==> src/rtl/alu_mul_sequencer_if.sv <==
// Execute-stage side of the shared multiplier sequencer: decode request,
// multiplier operands/product, register-file write port and status update.
interface alu_mul_sequencer_if;
    logic        start;
    logic        mode;
    logic [2:0]  rd_addr;
    logic [15:0] op_a;
    logic [15:0] op_b;
    logic        flush;
    logic [15:0] mul_a;
    logic [15:0] mul_b;
    logic [31:0] mul_p;
    logic        rf_we;
    logic [2:0]  rf_waddr;
    logic [15:0] rf_wdata;
    logic        rf_grant;
    logic [7:0]  status_in;
    logic [7:0]  status_out;
    logic        status_we;
    logic        busy;
    logic        done;

    modport master (
        output start, mode, rd_addr, op_a, op_b, flush, mul_p, rf_grant, status_in,
        input  mul_a, mul_b, rf_we, rf_waddr, rf_wdata, status_out, status_we, busy, done
    );

    modport slave (
        input  start, mode, rd_addr, op_a, op_b, flush, mul_p, rf_grant, status_in,
        output mul_a, mul_b, rf_we, rf_waddr, rf_wdata, status_out, status_we, busy, done
    );
endinterface

==> src/rtl/alu_mul_sequencer.sv <==
// Multi-cycle MUL/MLS controller: feeds the shared multiplier, waits its latency,
// writes the product back through the arbitrated register-file port and updates Z/N.
module alu_mul_sequencer #(
    parameter int unsigned MUL_LATENCY = 2
) (
    input logic              clk,
    input logic              rst_n,
    alu_mul_sequencer_if.slave bus
);
    typedef enum logic [2:0] {IDLE, CALC, WR_LO, WR_HI, DONE} state_t;

    localparam logic [2:0] LAST = 3'(MUL_LATENCY - 1);

    state_t      state;
    logic [2:0]  cnt;
    logic [2:0]  rd_q;
    logic        mode_q;
    logic [31:0] prod;

    // mul_a/mul_b double as the operand latches; all outputs are registered decodes.
    always_ff @(posedge clk or negedge rst_n) begin
        if (!rst_n) begin
            state          <= IDLE;
            cnt            <= '0;
            rd_q           <= '0;
            mode_q         <= 1'b0;
            prod           <= '0;
            bus.mul_a      <= '0;
            bus.mul_b      <= '0;
            bus.rf_we      <= 1'b0;
            bus.rf_waddr   <= '0;
            bus.rf_wdata   <= '0;
            bus.status_out <= '0;
            bus.status_we  <= 1'b0;
            bus.busy       <= 1'b0;
            bus.done       <= 1'b0;
        end else begin
            bus.done       <= 1'b0;
            bus.status_we  <= 1'b0;
            bus.status_out <= '0;
            if (state == IDLE) begin
                if (bus.start) begin
                    state     <= CALC;
                    cnt       <= '0;
                    rd_q      <= bus.rd_addr;
                    mode_q    <= bus.mode;
                    bus.mul_a <= bus.op_a;
                    bus.mul_b <= bus.op_b;
                    bus.busy  <= 1'b1;
                end
            end else if (bus.flush || state == DONE) begin
                state        <= IDLE;
                bus.busy     <= 1'b0;
                bus.mul_a    <= '0;
                bus.mul_b    <= '0;
                bus.rf_we    <= 1'b0;
                bus.rf_waddr <= '0;
                bus.rf_wdata <= '0;
            end else begin
                case (state)
                    CALC: begin
                        cnt <= cnt + 3'd1;
                        if (cnt == LAST) begin
                            state        <= WR_LO;
                            prod         <= bus.mul_p;
                            bus.rf_we    <= 1'b1;
                            bus.rf_waddr <= rd_q;
                            bus.rf_wdata <= bus.mul_p[15:0];
                        end
                    end
                    WR_LO: begin
                        if (bus.rf_grant) begin
                            if (!mode_q) begin
                                state        <= WR_HI;
                                bus.rf_waddr <= rd_q + 3'd1;
                                bus.rf_wdata <= prod[31:16];
                            end else begin
                                state          <= DONE;
                                bus.rf_we      <= 1'b0;
                                bus.rf_waddr   <= '0;
                                bus.rf_wdata   <= '0;
                                bus.done       <= 1'b1;
                                bus.status_we  <= 1'b1;
                                bus.status_out <= {prod == 32'd0, prod[31], bus.status_in[5:0]};
                            end
                        end
                    end
                    WR_HI: begin
                        if (bus.rf_grant) begin
                            state          <= DONE;
                            bus.rf_we      <= 1'b0;
                            bus.rf_waddr   <= '0;
                            bus.rf_wdata   <= '0;
                            bus.done       <= 1'b1;
                            bus.status_we  <= 1'b1;
                            bus.status_out <= {prod == 32'd0, prod[31], bus.status_in[5:0]};
                        end
                    end
                    default: state <= IDLE;
                endcase
            end
        end
    end
endmodule
==> src/flat_wrapper.sv <==
// flat-port wrapper written by rule: the top's interface ports become plain ports
module alu_mul_sequencer_flat 
#(
    parameter int unsigned MUL_LATENCY = 2
)
  (clk, rst_n, bus_start, bus_mode, bus_rd_addr, bus_op_a, bus_op_b, bus_flush, bus_mul_p, bus_rf_grant, bus_status_in, bus_mul_a, bus_mul_b, bus_rf_we, bus_rf_waddr, bus_rf_wdata, bus_status_out, bus_status_we, bus_busy, bus_done);
  alu_mul_sequencer_if bus_i ();
  input logic clk;
  input logic rst_n;
  input wire logic [$bits(bus_i.start)-1:0] bus_start;
  input wire logic [$bits(bus_i.mode)-1:0] bus_mode;
  input wire logic [$bits(bus_i.rd_addr)-1:0] bus_rd_addr;
  input wire logic [$bits(bus_i.op_a)-1:0] bus_op_a;
  input wire logic [$bits(bus_i.op_b)-1:0] bus_op_b;
  input wire logic [$bits(bus_i.flush)-1:0] bus_flush;
  input wire logic [$bits(bus_i.mul_p)-1:0] bus_mul_p;
  input wire logic [$bits(bus_i.rf_grant)-1:0] bus_rf_grant;
  input wire logic [$bits(bus_i.status_in)-1:0] bus_status_in;
  output wire logic [$bits(bus_i.mul_a)-1:0] bus_mul_a;
  output wire logic [$bits(bus_i.mul_b)-1:0] bus_mul_b;
  output wire logic [$bits(bus_i.rf_we)-1:0] bus_rf_we;
  output wire logic [$bits(bus_i.rf_waddr)-1:0] bus_rf_waddr;
  output wire logic [$bits(bus_i.rf_wdata)-1:0] bus_rf_wdata;
  output wire logic [$bits(bus_i.status_out)-1:0] bus_status_out;
  output wire logic [$bits(bus_i.status_we)-1:0] bus_status_we;
  output wire logic [$bits(bus_i.busy)-1:0] bus_busy;
  output wire logic [$bits(bus_i.done)-1:0] bus_done;
  assign bus_i.start = bus_start;
  assign bus_i.mode = bus_mode;
  assign bus_i.rd_addr = bus_rd_addr;
  assign bus_i.op_a = bus_op_a;
  assign bus_i.op_b = bus_op_b;
  assign bus_i.flush = bus_flush;
  assign bus_i.mul_p = bus_mul_p;
  assign bus_i.rf_grant = bus_rf_grant;
  assign bus_i.status_in = bus_status_in;
  assign bus_mul_a = bus_i.mul_a;
  assign bus_mul_b = bus_i.mul_b;
  assign bus_rf_we = bus_i.rf_we;
  assign bus_rf_waddr = bus_i.rf_waddr;
  assign bus_rf_wdata = bus_i.rf_wdata;
  assign bus_status_out = bus_i.status_out;
  assign bus_status_we = bus_i.status_we;
  assign bus_busy = bus_i.busy;
  assign bus_done = bus_i.done;
  alu_mul_sequencer #(.MUL_LATENCY(MUL_LATENCY)) u_core (.clk(clk), .rst_n(rst_n), .bus(bus_i));
endmodule
==> config.mk <==
export PLATFORM = sky130hd
export DESIGN_NAME = alu_mul_sequencer_flat
export DESIGN_NICKNAME = d
export VERILOG_FILES = /design/src/rtl/alu_mul_sequencer_if.sv /design/src/rtl/alu_mul_sequencer.sv /design/src/flat_wrapper.sv
export SDC_FILE = /design/constraint.sdc
export NUM_CORES = 1
export LEC_CHECK = 0
export CORE_ASPECT_RATIO = 0.6
export CORE_MARGIN = 3
export CORE_UTILIZATION = 45
export DETAILED_ROUTE_END_ITERATION = 8
export PLACE_DENSITY = 0.87
export SLEW_MARGIN = 20
export SYNTH_ARGS = -nofsm -noshare
export SYNTH_HDL_FRONTEND = slang
export SYNTH_SLANG_ARGS = --single-unit
==> constraint.sdc <==
create_clock -name clk -period 3.1 [get_ports clk]
set_input_delay 0.31 -clock clk [delete_from_list [all_inputs] [get_ports clk]]
set_output_delay 0.31 -clock clk [all_outputs]
set_load 0.005 [all_outputs]
# Word-level counts from Yosys, hierarchy flattened
# Cells that the tools add are included.
op_classes:
  n_reduce_logical: 13
  add_sub_neg: 2
  mux: 50
  n_eq_ne: 14
  n_bitwise: 2
op_table:
  columns: ["operator", "n"]
  rows:
  - ["2-to-1 mux 16 bit", 10]
  - ["2-to-1 mux 3 bit", 16]
  - ["case mux 16 bit (3 select lines)", 1]
  - ["2-to-1 mux 8 bit", 5]
  - ["zero test 32 bit", 1]
  - ["case mux 3 bit (3 select lines)", 2]
  - ["case mux 8 bit (2 select lines)", 1]
  - ["2-to-1 mux 1 bit", 13]
  - ["inequality test 4 x 2 -> 1 bit (second input constant)", 2]
  - ["AND reduction 4 bit", 2]
  - ["adder 3 x 1 -> 3 bit (second input constant)", 2]
  - ["equality test 3 x 1 -> 1 bit (second input constant)", 2]
  - ["equality test 3 x 2 -> 1 bit (second input constant)", 2]
  - ["inequality test 3 x 1 -> 1 bit (second input constant)", 2]
  - ["inequality test 3 x 2 -> 1 bit (second input constant)", 2]
  - ["AND reduction 6 bit", 1]
  - ["AND reduction 5 bit", 1]
  - ["inequality test 4 x 1 -> 1 bit (second input constant)", 1]
  - ["AND reduction 2 bit", 2]
  - ["nonzero test 2 bit", 2]
  - ["nonzero test 4 bit", 1]
  - ["equality test 3 bit (second input constant)", 1]
  - ["zero test 3 bit", 1]
  - ["case mux 1 bit (3 select lines)", 1]
  - ["6 further kinds", 7]
word_totals:
  elab_cells: 94
  regBits: 104
  out_inout_bits: 63

# Depth between registers and ports, before layout
# Gate-level depths: netlist of the first run.
depth:
  word_depth: 6
  depth_mapped: 7

# Worst setup path after synthesis of the first run
# Ideal clock, no wire load.
synth_path:
  path_kind: "register to register"
  from: "register u_core.cnt[1]"
  to: "register u_core.bus.rf_waddr[1]"
  arrival_time_ns: 1.625
  slack_ns: 1.351
  setup_ns: 0.125
  period_less_slack_ns: 1.749
  path_buffers: 1
  stages_incl_launch_ff: 8
  path_cell_list: "dfrtp_1 -> inv_1 -> ha_1 -> and2b_1 -> a21oi_2 -> o211ai_4 -> buf_6 -> mux2_2"
synth_via:
  elab_chain_len: 3
synth_lines:
  columns: ["item", "line_no", "text"]
  rows:
  - ["start: declaration", "alu_mul_sequencer.sv:15", "logic [2:0] cnt;"]
  - ["start signal: assignment", "alu_mul_sequencer.sv:62", "cnt <= cnt + 3'd1;"]
  - ["equality test 3 x 1 -> 1 bit", "alu_mul_sequencer.sv:63", "if (cnt == LAST) begin"]
  - ["inequality test 3 x 1 -> 1 bit (no line)", null, null]
  - ["AND reduction 5 bit (no line)", null, null]
  - ["end signal: assignment", "alu_mul_sequencer.sv:67", "bus.rf_waddr <= rd_q;"]
  - ["end signal: assignment", "alu_mul_sequencer.sv:75", "bus.rf_waddr <= rd_q + 3'd1;"]
  - ["end: declaration", "alu_mul_sequencer_if.sv:30", "output mul_a, mul_b, rf_we, rf_waddr, rf_wdata, status_out, status_we, busy, done"]
# Every way passes these cells.
# A chain may end at the register's enable or synchronous reset.

# Final worst setup path of the first run
layout_path:
  from: "register u_core.state[2]"
  to: "register u_core.prod[9]"
layout_via:
  elab_chain_len: 4
  elab_cells_between_ends: 7
layout_lines:
  columns: ["item", "line_no", "text"]
  rows:
  - ["start: declaration", "alu_mul_sequencer.sv:14", "state_t state;"]
  - ["start signal: assignment", "alu_mul_sequencer.sv:23", "state <= IDLE;"]
  - ["start signal: assignment", "alu_mul_sequencer.sv:43", "state <= CALC;"]
  - ["start signal: assignment", "alu_mul_sequencer.sv:52", "state <= IDLE;"]
  - ["equality test 3 bit", "alu_mul_sequencer.sv:51", "end else if (bus.flush || state == DONE) begin"]
  - ["logical OR 1 bit", "alu_mul_sequencer.sv:51", null]
  - ["inverter 1 bit (no line)", null, null]
  - ["AND reduction 4 bit (no line) *", null, null]
  - ["end signal: assignment", "alu_mul_sequencer.sv:65", "prod <= bus.mul_p;"]
  - ["end: declaration", "alu_mul_sequencer.sv:18", "logic [31:0] prod;"]
# Mark *: on every way between the ends. The rest lies on a longest branch, timed or not.

==> flow_summary.toml, run 1 <==
[floorplanning]
io-pin-count = 144
die_area_um2 = 11000
chipWidth_um = 133
core_um2 = 9320
start_util = 0.469
dieHeight_um = 82.4
rows = 27

[cells_and_area]
layout.nets = 537
fin_util = 0.670
fill_cells = 719
drive_gt1_frac = 0.129
design_area_um2 = 6240
area_delta_synth_final_pct = 42.8
diodes = 0

[place]
portBuffers = 141
place.gp.congestion = 0.803
placed_area_um2 = 5890
dpl.hpwl_um = 7870

[cts]
cts_tree = "built"
cts-resized-gates = 0
cts_buffers = 9
worstSkewPairLatency_ns = 0.33
cts.htree.levels = 3
clkTransAtPathRegs_ns = 0.06
cts_sinks = 104
clock_path_buffers = 2
postCtsHoldBufs = 0
cts_root_buffer = "clkbuf_16"
cts_setup_buffers = 0

[timing]
period_share = 0.736
slew_viol_final = 0
max_freq_mhz = 438
setup-violations-final = 0
rsz0062_at_grt = "false"
relSlewSlack = 0.438
min_period_ns = 2.28
worst_pin_slew_ns = 0.840
hold_viol_final = 0
final.setup.tns_ns = 0
skew_ns = 0.00502

[global_route]
grt.total_usage = 0.197
antenna_found_initial = 0
grt-ovfl-total = 0
grt_pass1_vias = 3132
grt_max_degree = 65
grt_pass1_wl_um = 16800

[synthesis]
synth_area_um2 = 4370
synth_top_area_frac = 0.595
synthTopCellsByCount = "104 x dfrtp_1, 49 x a22o_1, 30 x mux2_1"
ys.flop_type = "dfrtp_1"
yosys_warnings = 0
synth_async_sr_flop_share = 1.00
syn_avg_cell_area_um2 = 13.9
postSynthCellCount = 315
synth_top_area_cell = "dfrtp_1"
synth_area_leaders = "dfrtp_1 60%, a22o_1 9.8%, mux2_1 7.7%"
ys_ff_latch = 104
ys_types = 48
yosysSeqAreaShare = 0.595
synth_nets = 399
synth_most_common_cell = "dfrtp_1"
synth-edff-count = 0

[routing]
drt_iter0_drc = 159
postRouteAntennaNets = 0
viasPerCell = 5.40
routed_wl_um = 10900
vias = 3173
drc = 0
drt_pass1_iterations = 4
route.detailed.wl_per_inst_um = 18.5

[critical_path]
start_kind = "flop"
critPathKind = "reg -> reg"
crit_chain = "nor4b_4 -> nand2_2 -> mux2_1"
crit_path_end_kind = "flop"
crit_required_ns = 3.31
slowest_stage = "dfrtp_1"
slowest_delay_ns = 0.65
arrival_ns = 2.49
cp_max_fo = 33

[power]
total_power_mw = 5.62
internal_power_mw = 3.97
seqPwrFrac = 0.414
p_per_area_nw_per_um2 = 900
clkPwrFrac = 0.234
pwr-share-comb = 0.353
ir_drop_mv = 0.391
p_sw_frac = 0.294
p_sw_mw = 1.65
leakage_nw = 2.75

[run]
maxCapViolCount = 0

[outcome]
status = "finished clean"

[hold_path]
hp-class = "in -> async"
-- state kept, by name, indices dropped and copies added (netlist names) --
| register | flops |
|---|---|
| u_core.bus.busy | 1 |
| u_core.bus.mul_a | 16 |
| u_core.bus.mul_b | 16 |
| u_core.bus.rf_waddr | 3 |
| u_core.bus.rf_wdata | 16 |
| u_core.bus.rf_we | 1 |
| u_core.bus.status_out | 8 |
| u_core.bus.status_we | 1 |
| u_core.cnt | 3 |
| u_core.mode_q | 1 |
| u_core.prod | 32 |
| u_core.rd_q | 3 |
| u_core.state | 3 |
-- power groups by stage --
stage / Combinational (mW) / Clock (mW) / Sequential [mW]
6_report: 1.98 / 1.31 / 2.32
5_1_grt: 2.14 / 1.40 / 2.40
4_1_cts: 2.01 / 1.34 / 2.32
3_5_place_dp: 1.99 / 0 / 2.34
3_3_place_gp: 1.92 / 0 / 2.31
2_1_floorplan: 1.03 / 0 / 2.25
-- critical path, delay by kind of cell (launching register included) --
family           cells  cell delay, ns
multiplexers         1            0.52
flip-flops           1            0.65
AND/OR/NAND/NOR      2            0.96
-- per-stage QoR --
stage               setup WS, ns  hold WS, ns  std cells
finish                     0.819       0.0682        588
global route               0.727        0.130        588
CTS                        0.832       0.0948        588
detailed placement         0.823        0.461        572
global placement           0.890        0.444        572
floorplan                   1.35       0.0144        315
-- cells in the final DEF (no fill, tap or decap), types with 4 or more instances in the layout --
cell / synthesis / final
clkdlybuf4s50_1: 0 / 140
inv_1: 5 / 5
buf_4: 3 / 5
mux2_1: 30 / 30
dfrtp_1: 104 / 104
nor4_1: 8 / 8
and3_1: 7 / 7
a22o_1: 49 / 49
nor2_1: 10 / 10
nand2_1: 10 / 10
clkbuf_16: 0 / 9
o21ai_0: 4 / 4
mux2_2: 24 / 24
-- logic make-up after synthesis --
| family | count (synthesis) | synth area share |
|---|---|---|
| AO/OA/AOI/OAI | 67 | 0.131 |
| XOR/XNOR | 2 | 0.00401 |
| buffers and inverters | 24 | 0.0312 |
| flip-flops | 104 | 0.595 |
| adder cells (fa/ha/maj) | 3 | 0.00858 |
| multiplexers | 56 | 0.144 |
| AND/OR/NAND/NOR | 59 | 0.0864 |
-- per-layer routing --
metal	up-vias	global-route usage	share of wire
li1	1452	-	-
met1	1606	0.275	0.47
met2	100	0.302	0.45
met4	0	0.0503	0.013
met3	15	0.0642	0.060
met5	-	0	0
-- final timing paths --
| kind | from | endpoint | slack, ns | depth (start not counted) |
|---|---|---|---|---|
| hold / removal | rst_n | u_core.bus.rf_wdata[6] | 0.07 | 1 |
| min in group clk | u_core.prod[11] | u_core.prod[11] | 0.50 | 1 |
| max in group asynchronous | rst_n | u_core.bus.mul_b[6] | 2.35 | 2 |
| hold reg to reg | u_core.prod[11] | u_core.prod[11] | 0.50 | 1 |
| setup / recovery | u_core.state[2] | u_core.prod[9] | 0.82 | 3 |
| setup reg to reg | u_core.state[2] | u_core.prod[9] | 0.82 | 3 |
-- layout make-up --
type	count	area, um2	share of cell area
repair buffers	146	1460	0.234
inverters	5	18.8	0.00301
clock inverters	5	103	0.0164
multi-input cells	187	1650	0.264
well taps	130	163	0.0260
flip-flops and latches	104	2600	0.417
clock buffers	11	253	0.0405
Note: power is estimated with default switching activity, not from simulation.
==> run 2, diff against run 1 <==
- clock period: 3.1 -> 2.2 ns (I/O delays scaled with it)
==> run 2 against run 1 <==
Against the previous run: non-clock buffer count increased by 8; largest power group unchanged; clock-buffer cell count unchanged; sequential share of layout area hardly changed.
==> flow_summary.toml, run 2 (synthesized netlist as in run 1, its figures left out) <==
[hold_path]
hp-class = "in -> async"

[cells_and_area]
instances_no_fill = 595
design_area_um2 = 6250
layout.nets = 545
area_delta_synth_final_pct = 42.9
final_common_cell = "clkdlybuf4s50_1"
regMostFlops = "u_core.prod"
fin_util = 0.670
diodes = 0
drive_gt1_frac = 0.140
final_cell_mix = "140 x clkdlybuf4s50_1, 104 x dfrtp_1, 49 x a22o_1"
largest_reg_flops = 32

[power]
p_per_area_nw_per_um2 = 1210
leakage_nw = 2.76
ir_drop_mv = 0.538

[critical_path]
critPathKind = "reg -> reg"
crit_required_ns = 2.42
crit_path_end_kind = "flop"
reg2reg_slack_ns = 0.11
worstReg2RegEnd = "u_core.bus.rf_wdata[0]"
cp_max_fo = 19
r2r_start = "u_core.cnt[1]"
reg2reg_depth = 6
start_kind = "flop"
arrival_ns = 2.31

[timing]
max_freq_mhz = 479
rsz0062_at_grt = "false"
setup-violations-final = 0
min_period_ns = 2.09
skew_ns = 0.00662
slew_viol_final = 0
relSlewSlack = 0.467
worst_pin_slew_ns = 0.797
final.setup.tns_ns = 0
period_share = 0.949
hold_viol_final = 0

[cts]
clock_path_buffers = 2
worstSkewPairLatency_ns = 0.34
postCtsHoldBufs = 1
cts-resized-gates = 0
clkTransAtPathRegs_ns = 0.07
cts_tree = "built"
cts_buffers = 9
cts_setup_buffers = 0
cts.htree.levels = 3
cts_root_buffer = "clkbuf_16"
cts_sinks = 104

[place]
place.gp.congestion = 0.795
placed_area_um2 = 5950
dpl.hpwl_um = 7950
portBuffers = 141
dp_cells = 579

[outcome]
status = "finished clean"

[floorplanning]
rows = 27
chipWidth_um = 133
core_um2 = 9320
die_area_um2 = 11000
io-pin-count = 144
dieHeight_um = 82.4
start_util = 0.469

[run]
maxCapViolCount = 0

[global_route]
grt-ovfl-total = 0
grt_max_degree = 45
grt_pass1_wl_um = 17100
grt_pass1_vias = 3294
grt.total_usage = 0.201
antenna_found_initial = 0

[routing]
drt_iter0_drc = 175
postRouteAntennaNets = 0
drt_pass1_iterations = 5
viasPerCell = 5.26
route.detailed.wl_per_inst_um = 18.1
vias = 3131
routed_wl_um = 10800
drc = 0
==> run 2: changes by cell type in the layout (fill, tap and decap cells not counted), sizes merged <==
cell / change
clkinv: +2
buf: +7
bufinv: -3
dlygate4sd3: +1
==> run 2: per-stage QoR <==
step	hold slack, ns	power [mW]	setup slack (ns)
after floorplan	-0.0756	4.62	0.451
after CTS	0.428	7.66	0.0859
after global placement	0.243	5.98	0.173
after global routing	0.437	8.05	0.0193
after detailed placement	0.250	6.13	0.118
final	0.408	7.57	0.112
==> run 2: worst max-delay path by stage <==
stage / from / to / slack [ns] / depth (start not counted)
after floorplan: u_core.cnt[1] / u_core.bus.rf_waddr[1] / 0.45 / 7
after global placement: bus_flush / u_core.bus.rf_wdata[4] / 0.17 / 5
after detailed placement: bus_flush / u_core.bus.rf_wdata[0] / 0.12 / 5
after CTS: u_core.cnt[1] / u_core.bus.rf_wdata[0] / 0.09 / 6
after global routing: u_core.cnt[1] / u_core.bus.rf_wdata[11] / 0.02 / 6
final: u_core.cnt[1] / u_core.bus.rf_wdata[0] / 0.11 / 6
==> run 2: cell type report <==
class                           count  area [um2]
Fill cell                         702        3080
Sequential cell                   104        2600
Multi-Input combinational cell    187        1650
Timing Repair Buffer              154        1530
Clock buffer                       11         253
Tap cell                          130         163
Clock inverter                      4        30.0
Inverter                            5        18.8
==> run 2: power breakdown <==
part | leakage [nW] | switching, mW | internal, mW
logic | 1.30 | 1.08 | 1.73
registers | 1.33 | 0.560 | 2.71
clock network | 0.138 | 0.666 | 0.825
==> run 2: per-layer routing <==
metal | global-route usage | vias up | part of all wire
met3 | 0.0696 | 7 | 0.063
met4 | 0.0370 | 0 | 0.0050
li1 | - | 1460 | -
met2 | 0.319 | 92 | 0.47
met1 | 0.273 | 1572 | 0.46
met5 | 0 | - | 0
==> run 2: critical path, stage by stage (launching register included) <==
cell	delay, ns
dfrtp_1	0.41
inv_1	0.07
ha_1	0.13
and2b_1	0.22
a21oi_2	0.10
o211ai_4	0.60
mux2_2	0.42
